===== src/rtl/serial_adder.sv =====
// serial_adder: multi-cycle adder computing {cout, sum} = a + b + cin,
// DIGIT bits per clock through a reused DIGIT-bit adder slice and a carry flop.
// Ports:
//   clk   - clock, all state changes on the rising edge
//   rst   - synchronous active-high reset
//   start - request, sampled only when not busy (IDLE or DONE state)
//   a, b  - WIDTH-bit operands, captured on accepted start
//   cin   - carry-in, captured on accepted start
//   busy  - high while an addition is in progress
//   done  - one-cycle pulse when sum/cout have just been updated
//   sum   - registered WIDTH-bit result, holds between operations
//   cout  - registered carry-out, holds between operations
module serial_adder #(
  parameter int unsigned WIDTH = 8,
  parameter int unsigned DIGIT = 1
) (
  input  logic             clk,
  input  logic             rst,
  input  logic             start,
  input  logic [WIDTH-1:0] a,
  input  logic [WIDTH-1:0] b,
  input  logic             cin,
  output logic             busy,
  output logic             done,
  output logic [WIDTH-1:0] sum,
  output logic             cout
);

  localparam int unsigned N    = WIDTH / DIGIT;
  localparam int unsigned CW   = (N > 1) ? $clog2(N) : 1;
  localparam logic [CW-1:0] LAST = CW'(N - 1);

  typedef enum logic [1:0] {
    IDLE = 2'd0,
    RUN  = 2'd1,
    DONE = 2'd2
  } state_t;

  state_t           state;
  logic [WIDTH-1:0] areg;
  logic [WIDTH-1:0] breg;
  logic [WIDTH-1:0] psum;
  logic [WIDTH-1:0] psum_next;
  logic             carry;
  logic [CW-1:0]    cnt;
  logic [DIGIT:0]   dsum;

  // One digit of the addition plus the partial sum with that digit entering
  // from the MSB side. Shifting the concatenation keeps this legal when
  // DIGIT == WIDTH, where psum has no bits left above the digit.
  always_comb begin
    dsum      = {1'b0, areg[DIGIT-1:0]} + {1'b0, breg[DIGIT-1:0]}
              + {{DIGIT{1'b0}}, carry};
    psum_next = WIDTH'({dsum[DIGIT-1:0], psum} >> DIGIT);
  end

  always_ff @(posedge clk) begin
    if (rst) begin
      state <= IDLE;
      busy  <= 1'b0;
      done  <= 1'b0;
      sum   <= '0;
      cout  <= 1'b0;
      areg  <= '0;
      breg  <= '0;
      psum  <= '0;
      carry <= 1'b0;
      cnt   <= '0;
    end else begin
      done <= 1'b0;
      case (state)
        RUN: begin
          areg  <= areg >> DIGIT;
          breg  <= breg >> DIGIT;
          psum  <= psum_next;
          carry <= dsum[DIGIT];
          cnt   <= cnt + 1'b1;
          if (cnt == LAST) begin
            sum   <= psum_next;
            cout  <= dsum[DIGIT];
            done  <= 1'b1;
            busy  <= 1'b0;
            state <= DONE;
          end
        end
        default: begin
          // IDLE and DONE both accept a new request; DONE gives back-to-back.
          if (start) begin
            areg  <= a;
            breg  <= b;
            carry <= cin;
            psum  <= '0;
            cnt   <= '0;
            busy  <= 1'b1;
            state <= RUN;
          end else begin
            state <= IDLE;
          end
        end
      endcase
    end
  end

endmodule


===== config.mk =====
export PLATFORM = sky130hd
export DESIGN_NAME = serial_adder
export DESIGN_NICKNAME = d
export VERILOG_FILES = /design/src/rtl/serial_adder.sv
export SDC_FILE = /design/constraint.sdc
export NUM_CORES = 1
export LEC_CHECK = 0
export ABC_AREA = 1
export CORE_MARGIN = 3
export CORE_UTILIZATION = 55
export DETAILED_ROUTE_END_ITERATION = 8
export PLACE_DENSITY = 0.83
export SLEW_MARGIN = 5
export SYNTH_ARGS = -nofsm -noshare
export SYNTH_HDL_FRONTEND = slang
export SYNTH_SLANG_ARGS = --single-unit

===== constraint.sdc =====
create_clock -name clk -period 2.25 [get_ports clk]
set_input_delay 0.3375 -clock clk [delete_from_list [all_inputs] [get_ports clk]]
set_output_delay 0.3375 -clock clk [all_outputs]
set_load 0.1 [all_outputs]

==> Word level (Yosys, flattened, before mapping) <==
Index checks and enable logic that the tools add are counted.
{ "totals": {"register_bits": 41, "elab_cells": 41} }
{ "classes": {"n_addsub": 3, "eq_ne": 3, "muxes": 17, "n_bitwise": 1, "reduce_logical": 5} }
{ "ops": {"columns": ["operator", "n"], "rows": [
  ["2-to-1 mux 7 bit", 4],
  ["2-to-1 mux 8 bit", 2],
  ["2-to-1 mux 1 bit", 7],
  ["2-to-1 mux 3 bit", 2],
  ["2-to-1 mux 2 bit", 2],
  ["AND reduction 2 bit", 2],
  ["OR reduction 2 bit", 2],
  ["adder 3 x 1 -> 3 bit (second input constant)", 1],
  ["equality test 3 bit (second input constant)", 1],
  ["adder 1 x 1 -> 2 bit", 1],
  ["adder 2 x 1 -> 2 bit", 1],
  ["equality test 2 x 1 -> 1 bit (second input constant)", 1],
  ["inequality test 2 bit (second input constant)", 1],
  ["nonzero test 2 bit", 1],
  ["inverter 1 bit", 1]
]} }

==> Longest topological paths before layout <==
Gate-level depths: netlist of run 1.
{ "depth": {"depth_word": 3, "mapped_depth": 8, "mapped_depth_nobuf": 6} }

==> Least setup slack after synthesis of run 1 <==
Ideal clock, no wire load.
{ "synth_path": {"path_kind": "flip-flop to output port", "start": "register cout", "end": "output port cout", "t_arrival_ns": 0.925, "setup_slack_ns": 0.988, "path_stages_with_launch": 1, "n_path_buf": 0, "path_cell_list": "dfxtp_1"} }
{ "synth_rtl": {"columns": ["item", "line_no", "text"], "rows": [
  ["start: declaration", "26", "output logic cout"],
  ["start signal: assignment", "80", "cout <= dsum[DIGIT];"]
]} }
No word-level cell between the ends.

==> Final worst setup path of run 1 <==
{ "layout_path": {"start": "register state[1]", "end": "register areg[1]"} }
{ "layout_via": {"elab_chain_len": 2, "elab_cells_between_ends": 3, "classes_between": "1 x eq/ne; 1 x mux; 1 x reduce/logical"} }
{ "layout_lines": {"columns": ["item", "line_no", "text"], "rows": [
  ["start: declaration", "39", "state_t state;"],
  ["start signal: assignment", "59", "state <= IDLE;"],
  ["start signal: assignment", "83", "state <= DONE;"],
  ["start signal: assignment", "95", "state <= RUN;"],
  ["equality test 2 x 1 -> 1 bit (*)", "71", "case (state)"],
  ["2-to-1 mux 7 bit / nonzero test 2 bit (equally long branches)", null, null],
  ["end signal: assignment", "73", "areg <= areg >> DIGIT;"],
  ["end: declaration", "40", "logic [WIDTH-1:0] areg;"]
]} }
Every way passes the cells marked *; elsewhere a longest branch is shown, timed or not.
A chain may end at the register's enable or synchronous reset.

==> results of run 1 <==
cell families after synthesis:
logic type	count (synthesis)	share of synthesized area, %
and+or+nand+nor	133	34.8
DFF	40	46.9
buffers and inverters	34	11.3
AOI/OAI and AO/OA	14	4.40
adders and majority gates	3	2.64
cells in the mapped netlist:
cell | n | area, µm²
a211oi_1 | 2 | 15.0
a21oi_1 | 11 | 55.1
buf_2 | 6 | 30.0
buf_4 | 2 | 15.0
buf_6 | 4 | 45.0
clkbuf_8 | 2 | 27.5
clkinv_1 | 1 | 3.75
dfxtp_1 | 40 | 801
fa_1 | 1 | 20.0
ha_1 | 2 | 25.0
inv_1 | 18 | 67.6
inv_2 | 1 | 3.75
nand2_1 | 72 | 270
nand2_4 | 1 | 11.3
nand3_1 | 54 | 270
nor2_1 | 4 | 15.0
nor2_2 | 1 | 6.26
nor2_8 | 1 | 20.0
o21ai_0 | 1 | 5.00
layer usage:
metal | share of wire [%] | vias up
met4 | 0.69 | 0
met5 | 0 | -
met1 | 50 | 613
li1 | - | 771
met2 | 43 | 34
met3 | 6.1 | 4
power breakdown:
group / switching [mW] / internal (mW)
Sequential: 0.0137 / 0.732
Clock: 0.221 / 0.149
Combinational: 0.0877 / 0.0672
Total: 0.323 / 0.948
how the worst max path moves through the flow:
stage | from | to | slack (ps) | cells after the start
floorplan | cout$_SDFFE_PP0P_ | cout | 990 | 0
global placement | start | areg[3]$_SDFFE_PP0P_ | 530 | 6
detailed placement | start | carry$_SDFFE_PP0P_ | 530 | 6
CTS | state[1]$_SDFFE_PP0P_ | areg[1]$_SDFFE_PP0P_ | 830 | 7
global route | state[1]$_SDFFE_PP0P_ | carry$_SDFFE_PP0P_ | 650 | 7
finish | state[1]$_SDFFE_PP0P_ | areg[1]$_SDFFE_PP0P_ | 830 | 7
flip-flops by register name (all words and copies together), names as in the netlist:
| name | count |
|---|---|
| breg | 8 |
| state | 2 |
| busy | 1 |
| sum | 8 |
| carry | 1 |
| areg | 8 |
| cout | 1 |
| cnt | 3 |
| done | 1 |
| psum | 7 |
placed cells by master, fill, tap and decap left out, drive strengths merged:
master | Yosys | layout
a211oi | 2 | 2
a21oi | 11 | 11
buf | 12 | 16
clkbuf | 2 | 6
clkdlybuf4s50 | 0 | 19
clkinv | 1 | 3
dfxtp | 40 | 40
fa | 1 | 1
ha | 2 | 2
inv | 19 | 19
nand2 | 73 | 73
nand3 | 54 | 54
nor2 | 6 | 6
o21ai | 1 | 1
worst min-delay path: stages (launching register included):
cell	delay, ps
dfxtp_1	330
nand2_1	60
nand2_1	40
cell type report:
class | instances | area (µm²) | share of cell area [%]
Clock inverter | 2 | 10.0 | 0.501
Multi-Input combinational cell | 150 | 713 | 35.7
Tap cell | 31 | 38.8 | 1.94
Timing Repair Buffer | 35 | 310 | 15.5
Clock buffer | 6 | 51.3 | 2.57
Inverter | 20 | 75.1 | 3.75
Sequential cell | 40 | 801 | 40.1
==> flow_metrics.env, run 1 <==
export IMPL_met1_usage_pct=25.3
export IMPL_rsz0062_at_grt="false"
export IMPL_area_growth_syn_to_layout_pct=17.2
export IMPL_fin_util_pct=70.1
export IMPL_power_density_nw_per_um2=636
export IMPL_grt_max_degree=27
export IMPL_cts_resized=0
export IMPL_dr_total_vias=1422
export IMPL_ys_seq_elements=40
export IMPL_ctsHoldBuffers=0
export IMPL_grtUsageMet3_pct=6.82
export IMPL_min_to="sum[0]$_SDFFE_PP0P_"
export IMPL_finalHoldViolCount=0
export IMPL_yosysUniqueCellTypes=19
export IMPL_peakVddDrop_v=0.000422
export IMPL_core_um2=2850
export IMPL_die_area_um2=3810
export IMPL_path_class="reg2reg"
export IMPL_die_h_um=61.7
export IMPL_skew_ps=9.33
export IMPL_fin_nets=275
export IMPL_endpoint_kind="register"
export IMPL_die_w_um=61.7
export IMPL_hold_depth=2
export IMPL_slew_headroom_pct=66.3
export IMPL_fin_area_um2=2000
export IMPL_first_pass_iters=4
export IMPL_cts_tree="built"
export IMPL_ys_seq_area_share_pct=46.9
export IMPL_hold_path_class="reg2reg"
export IMPL_ioPinCount=31
export IMPL_final_antenna_net_count=0
export IMPL_rrSetupSlack_ps=830
export IMPL_setup_viol=0
export IMPL_grt_use_total_pct=18.0
export IMPL_cp_cell_sequence="inv_1 -> nand2_1 -> buf_4 -> nand3_1 -> nand3_1 -> nand2_1 -> inv_1"
export IMPL_syn_area_per_cell_um2=7.62
export IMPL_htree_levels=2
export IMPL_crit_slowest_cell="nand2_1"
export IMPL_layout_min_cycle_time_ps=1420
export IMPL_n_fill_cell=257
export IMPL_clock_sinks=40
export IMPL_synth_warnings=0
export IMPL_cts_reportedPaths_clkPinSlew_ps=110
export IMPL_cts_root_buf="clkbuf_4"
export IMPL_grt_pass1_vias=1170
export IMPL_drc=0
export IMPL_grt_busiest_layer="met2"
export IMPL_via_per_inst=5.01
export IMPL_antenna_found_initial=0
export IMPL_start_util_pct=59.8
export IMPL_dpl_cell_area_um2=1940
export IMPL_routed_wl_mm=3.05
export IMPL_syn_nets=247
export IMPL_critPathTopFamily="simple AND/OR/NAND/NOR gates"
export IMPL_cts_buffers=5
export IMPL_critPathRequiredTime_ps=2540
export IMPL_dp_cells=276
export IMPL_grt_pass1_wl_mm=5.10
export IMPL_gp_congestion=0.735
export IMPL_dp_hpwl_mm=2.04
export IMPL_report_final_slew_viol_count=0
export IMPL_final_cells=284
export IMPL_post_cts_buffers=0
export IMPL_tightest_slew_ps=504
export IMPL_hold_worst_slack_ps=463
export IMPL_drt_first_iter_violations=74
export IMPL_min_delay_start="psum[1]$_SDFFE_PP0P_"
export IMPL_path_buf_inv=3
export IMPL_worstSkewPairLatency_ps=340
export IMPL_met2_usage_pct=26.2
export IMPL_power_leakage_nw=0.988
export IMPL_drive_gt1_share_pct=11.1
export IMPL_clockBufferDepth=2
export IMPL_grt_overflow_total=0
export IMPL_worst_path_max_fanout=17
export IMPL_r2r_end="areg[1]$_SDFFE_PP0P_"
export IMPL_fmax_mhz=706
export IMPL_drv_cap=0
export IMPL_dp_slack_ps=531
export IMPL_setup_tns_ps=0
export IMPL_r2r_start="state[1]$_SDFFE_PP0P_"
export IMPL_worst_slack_ps=833
export IMPL_io_buffers=30
export IMPL_critPathLaunchType="register"
export IMPL_r2r_cells=7
export IMPL_slowest_delay_ps=380
export IMPL_power_mw=1.27
export IMPL_cp_arrival_ps=1710
export IMPL_row_count=19
export IMPL_diodes=0
export IMPL_route_detailed_wl_per_inst_um=10.7
export IMPL_synth_cells=224
export IMPL_timing_final_crit_share_pct=63.0
export IMPL_status="finished clean"
export IMPL_synthesis_area_um2=1710
(Power assumes the default switching activity.)
==> run 2: changes to the inputs <==
Settings changed: CORE_UTILIZATION 55 to 51, PLACE_DENSITY 0.83 to 0.78.
Clock period 2.25 ns to 1.37 ns, I/O delays scaled along.
==> flow_metrics.env, run 2 (synthesis results as in run 1) <==
export IMPL_endpoint_kind="register"
export IMPL_timing_final_crit_share_pct=87.2
export IMPL_area_growth_syn_to_layout_pct=31.0
export IMPL_worst_path_max_fanout=12
export IMPL_critPathTopFamily="simple AND/OR/NAND/NOR gates"
export IMPL_routed_wl_mm=3.40
export IMPL_min_to="areg[7]$_SDFFE_PP0P_"
export IMPL_final_antenna_net_count=0
export IMPL_cp_cell_sequence="ha_1 -> ha_1 -> nand2_4 -> nor2_8 -> nand2_1 -> nand2_1"
export IMPL_diodes=0
export IMPL_gp_congestion=0.773
export IMPL_drc=0
export IMPL_antenna_found_initial=0
export IMPL_power_leakage_nw=1.06
export IMPL_grt_max_degree=32
export IMPL_drv_cap=0
export IMPL_crit_slowest_cell="dfxtp_1"
export IMPL_layout_min_cycle_time_ps=1190
export IMPL_grt_pass1_vias=1397
export IMPL_power_mw=2.27
export IMPL_pwr_share_clk_pct=33.1
export IMPL_n_fill_cell=243
export IMPL_post_cts_buffers=0
export IMPL_die_h_um=63.8
export IMPL_via_per_inst=5.09
export IMPL_htree_levels=2
export IMPL_fin_util_pct=71.5
export IMPL_cts_root_buf="clkbuf_4"
export IMPL_p_int_mw=1.72
export IMPL_hold_path_class="in2reg"
export IMPL_fmax_mhz=837
export IMPL_clockBufferDepth=2
export IMPL_cts_tree="built"
export IMPL_slowest_delay_ps=370
export IMPL_cts_resized=0
export IMPL_ctsHoldBuffers=0
export IMPL_io_buffers=30
export IMPL_min_delay_start="a[7]"
export IMPL_report_final_slew_viol_count=0
export IMPL_die_w_um=63.8
export IMPL_skew_ps=12.2
export IMPL_dp_slack_ps=-35.8
export IMPL_path_buf_inv=0
export IMPL_grt_use_total_pct=18.2
export IMPL_r2r_cells=6
export IMPL_slew_headroom_pct=70.8
export IMPL_fin_nets=279
export IMPL_power_density_nw_per_um2=1020
export IMPL_setup_tns_ps=0
export IMPL_cp_startpoint="cnt[0]$_SDFFE_PP0P_"
export IMPL_hold_worst_slack_ps=419
export IMPL_tightest_slew_ps=438
export IMPL_dr_total_vias=1531
export IMPL_start_util_pct=54.6
export IMPL_comb_power_share_pct=12.9
export IMPL_r2r_start="cnt[0]$_SDFFE_PP0P_"
export IMPL_top_regs="areg (8), breg (8), sum (8)"
export IMPL_status="finished clean"
export IMPL_finalHoldViolCount=0
export IMPL_cts_buffers=5
export IMPL_r2r_end="sum[6]$_SDFFE_PP0P_"
export IMPL_worst_slack_ps=175
export IMPL_critPathLaunchType="register"
export IMPL_pwr_share_seq_pct=54.0
export IMPL_rsz0062_at_grt="false"
export IMPL_first_pass_iters=4
export IMPL_path_class="reg2reg"
export IMPL_hold_depth=3
export IMPL_worstSkewPairLatency_ps=350
export IMPL_peakVddDrop_v=0.000893
export IMPL_critPathRequiredTime_ps=1670
export IMPL_final_common_cell="nand2_1"
export IMPL_drive_gt1_share_pct=12.1
export IMPL_core_um2=3130
export IMPL_route_detailed_wl_per_inst_um=11.3
export IMPL_dp_hpwl_mm=2.35
export IMPL_rrSetupSlack_ps=180
export IMPL_grt_overflow_total=0
export IMPL_switchingPower_mw=0.545
export IMPL_final_cell_mix="nand2_1, nand3_1, dfxtp_1, clkdlybuf4s50_1, inv_1"
export IMPL_ioPinCount=31
export IMPL_cp_arrival_ps=1490
export IMPL_swShare_pct=24.0
export IMPL_row_count=20
export IMPL_clock_sinks=40
export IMPL_drt_first_iter_violations=69
export IMPL_grt_pass1_wl_mm=5.88
export IMPL_die_area_um2=4080
export IMPL_setup_viol=0
export IMPL_cts_reportedPaths_clkPinSlew_ps=120
## run 2: changes by cell type in the layout (fill, tap and decap cells not counted)
cell       previous run  this run
buf_4                16         6
clkinv_2              2         1
clkbuf_1              0         1
clkbuf_8              1         0
buf_12                0        14
bufinv_16             0         1
## run 2: layout make-up
type | instances | area, µm² | area share (%)
multi-input cells | 150 | 713 | 31.9
inverters | 20 | 75.1 | 3.36
well taps | 44 | 55.1 | 2.46
clock buffers | 6 | 41.3 | 1.85
clock inverters | 2 | 35.0 | 1.57
repair buffers | 39 | 515 | 23.1
flip-flops and latches | 40 | 801 | 35.8
## run 2: worst reg2reg max path: stages, from the launching register on
cell and delay (ps):
dfxtp_1 370, ha_1 160, ha_1 180, nand2_4 140, nor2_8 180, nand2_1 80
nand2_1 60
## run 2: worst max-delay path by stage
stage / slack [ps] / end / cells after the start
floorplan: 150 / cout$_SDFFE_PP0P_ / 2
global placement: 10 / areg[2]$_SDFFE_PP0P_ / 7
detailed placement: -40 / breg[4]$_SDFFE_PP0P_ / 7
CTS: 160 / sum[6]$_SDFFE_PP0P_ / 6
global route: 60 / cout$_SDFFE_PP0P_ / 6
finish: 180 / sum[6]$_SDFFE_PP0P_ / 6
## run 2: routing by layer
layer | part of all wire, % | up-vias | track usage (%)
li1 | - | 787 | -
met1 | 43 | 709 | 20.4
met2 | 50 | 30 | 31.7
met3 | 5.5 | 5 | 5.62
met4 | 1.4 | 0 | 7.28
met5 | 0 | - | 0
## run 2: power groups by stage
stage	clock (mW)	combinational, mW	sequential, mW
after floorplan	0	0.165	1.26
after global placement	0	0.286	1.25
after detailed placement	0	0.293	1.25
after CTS	0.763	0.294	1.23
after global routing	0.816	0.321	1.23
final	0.752	0.292	1.23
## run 2: per-stage QoR
| stage | cells | area (µm²) |
|---|---|---|
| 4_1_cts | 301 | 2240 |
| 3_5_place_dp | 293 | 2160 |
| 3_3_place_gp | 293 | 2160 |
| 6_report | 301 | 2240 |
| 2_1_floorplan | 224 | 1710 |
| 5_1_grt | 301 | 2240 |
==> run 3: changes to the inputs <==
Settings changed: CORE_MARGIN 3 to not set.
==> flow_metrics.env, run 3 (synthesis results as in run 1) <==
export IMPL_status="finished clean"
export IMPL_worst_slack_ps=129
export IMPL_worstSkewPairLatency_ps=340
export IMPL_register_area_um2=801
export IMPL_crit_cells=6
export IMPL_timing_final_crit_share_pct=90.6
export IMPL_area_growth_syn_to_layout_pct=30.1
export IMPL_grt_pass1_vias=1313
export IMPL_pwr_share_clk_pct=29.1
export IMPL_final_cell_mix="nand2_1, nand3_1, dfxtp_1, clkdlybuf4s50_1, inv_1"
export IMPL_cts_buffers=5
export IMPL_n_fill_cell=268
export IMPL_drc=0
export IMPL_layout_min_cycle_time_ps=1240
export IMPL_hold_depth=3
export IMPL_start_util_pct=55.0
export IMPL_p_int_mw=1.58
export IMPL_die_w_um=59.8
export IMPL_rsz0062_at_grt="false"
export IMPL_drv_cap=0
export IMPL_cts_tree="built"
export IMPL_hold_worst_slack_ps=408
export IMPL_finalHoldViolCount=0
export IMPL_hold_path_class="in2reg"
export IMPL_grt_pass1_wl_mm=5.49
export IMPL_route_detailed_wl_per_inst_um=10.7
export IMPL_final_common_cell="nand2_1"
export IMPL_slowest_delay_ps=370
export IMPL_htree_levels=2
export IMPL_gp_congestion=0.736
export IMPL_worst_path_max_fanout=12
export IMPL_power_mw=2.14
export IMPL_multi_input_area_um2=718
export IMPL_crit_slowest_cell="dfxtp_1"
export IMPL_report_final_slew_viol_count=0
export IMPL_antenna_found_initial=0
export IMPL_tightest_slew_ps=443
export IMPL_pwr_share_seq_pct=57.4
export IMPL_switchingPower_mw=0.552
export IMPL_swShare_pct=25.8
export IMPL_peakVddDrop_v=0.000730
export IMPL_first_pass_iters=4
export IMPL_setup_tns_ps=0
export IMPL_grt_use_total_pct=21.0
export IMPL_grt_max_degree=32
export IMPL_path_class="reg2reg"
export IMPL_die_area_um2=3580
export IMPL_drive_gt1_share_pct=12.8
export IMPL_ioPinCount=31
export IMPL_via_per_inst=4.94
export IMPL_cts_root_buf="clkbuf_4"
export IMPL_top_regs="areg (8), breg (8), sum (8)"
export IMPL_dp_slack_ps=-21.9
export IMPL_row_count=20
export IMPL_cp_arrival_ps=1540
export IMPL_diodes=0
export IMPL_power_leakage_nw=1.05
export IMPL_dp_hpwl_mm=2.21
export IMPL_skew_ps=6.77
export IMPL_grt_overflow_total=0
export IMPL_critPathTopFamily="simple AND/OR/NAND/NOR gates"
export IMPL_endpoint_kind="register"
export IMPL_power_density_nw_per_um2=962
export IMPL_fin_nets=280
export IMPL_die_h_um=59.8
export IMPL_comb_power_share_pct=13.5
export IMPL_critPathLaunchType="register"
export IMPL_ctsHoldBuffers=0
export IMPL_slew_headroom_pct=70.5
export IMPL_cp_cell_sequence="ha_1 -> ha_1 -> nand2_4 -> nor2_8 -> nand2_1 -> nand2_1"
export IMPL_io_buffers=30
export IMPL_drt_first_iter_violations=70
export IMPL_routed_wl_mm=3.23
export IMPL_r2r_cells=6
export IMPL_core_um2=3100
export IMPL_setup_viol=0
export IMPL_critPathRequiredTime_ps=1670
export IMPL_dr_total_vias=1493
export IMPL_final_antenna_net_count=0
export IMPL_fmax_mhz=806
export IMPL_clockBufferDepth=2
export IMPL_clock_sinks=40
export IMPL_path_buf_inv=0
export IMPL_cts_reportedPaths_clkPinSlew_ps=110
## run 3: cell types whose count changed in the layout (fill, tap and decap cells not counted), sizes merged
cell,delta
buf,+1
bufinv,-1
clkinv,+1
## run 3: stage by stage
step	instance area, µm²	util [%]	instances
after global routing	2220	71.6	302
final	2220	71.6	302
after global placement	2150	69.4	294
after floorplan	1710	-	224
after CTS	2220	71.4	302
after detailed placement	2150	69.4	294
## run 3: timing repair
action | 4_1_cts | 5_1_grt
setup endpoints to repair | 0 | 9
buffers inserted | 0 | 0
gates resized for setup | 0 | 1
## run 3: layout make-up
cell class                      instances  area share (%)
Inverter                               20            3.38
Clock inverter                          2           0.451
Sequential cell                        40            36.1
Tap cell                               44            2.48
Multi-Input combinational cell        150            32.3
Timing Repair Buffer                   40            23.0
Clock buffer                            6            2.31
## run 3: power groups by stage
| stage | combinational, mW | sequential [mW] | clock, mW |
|---|---|---|---|
| floorplan | 0.165 | 1.26 | 0 |
| global placement | 0.284 | 1.25 | 0 |
| detailed placement | 0.291 | 1.25 | 0 |
| CTS | 0.292 | 1.23 | 0.632 |
| global route | 0.320 | 1.23 | 0.687 |
| finish | 0.289 | 1.23 | 0.621 |
## run 3: metal layers
metal / global-route usage, % / share of wire (%)
met1: 23.9 / 46
met2: 36.2 / 48
met4: 12.0 / 2.6
met5: 0 / 0
met3: 4.55 / 3.1
## run 3: worst min-delay path: stages
cell and delay [ps]:
clkdlybuf4s50_1 400, nand2_1 60, a211oi_1 60
## run 3: final timing paths
path / slack, ps / to / startpoint
worst max-delay path: 130 / sum[3]$_SDFFE_PP0P_ / cnt[0]$_SDFFE_PP0P_
worst min-delay path: 410 / areg[7]$_SDFFE_PP0P_ / a[7]
worst max register to register: 130 / sum[3]$_SDFFE_PP0P_ / cnt[0]$_SDFFE_PP0P_
worst min register to register: 460 / sum[0]$_SDFFE_PP0P_ / psum[1]$_SDFFE_PP0P_
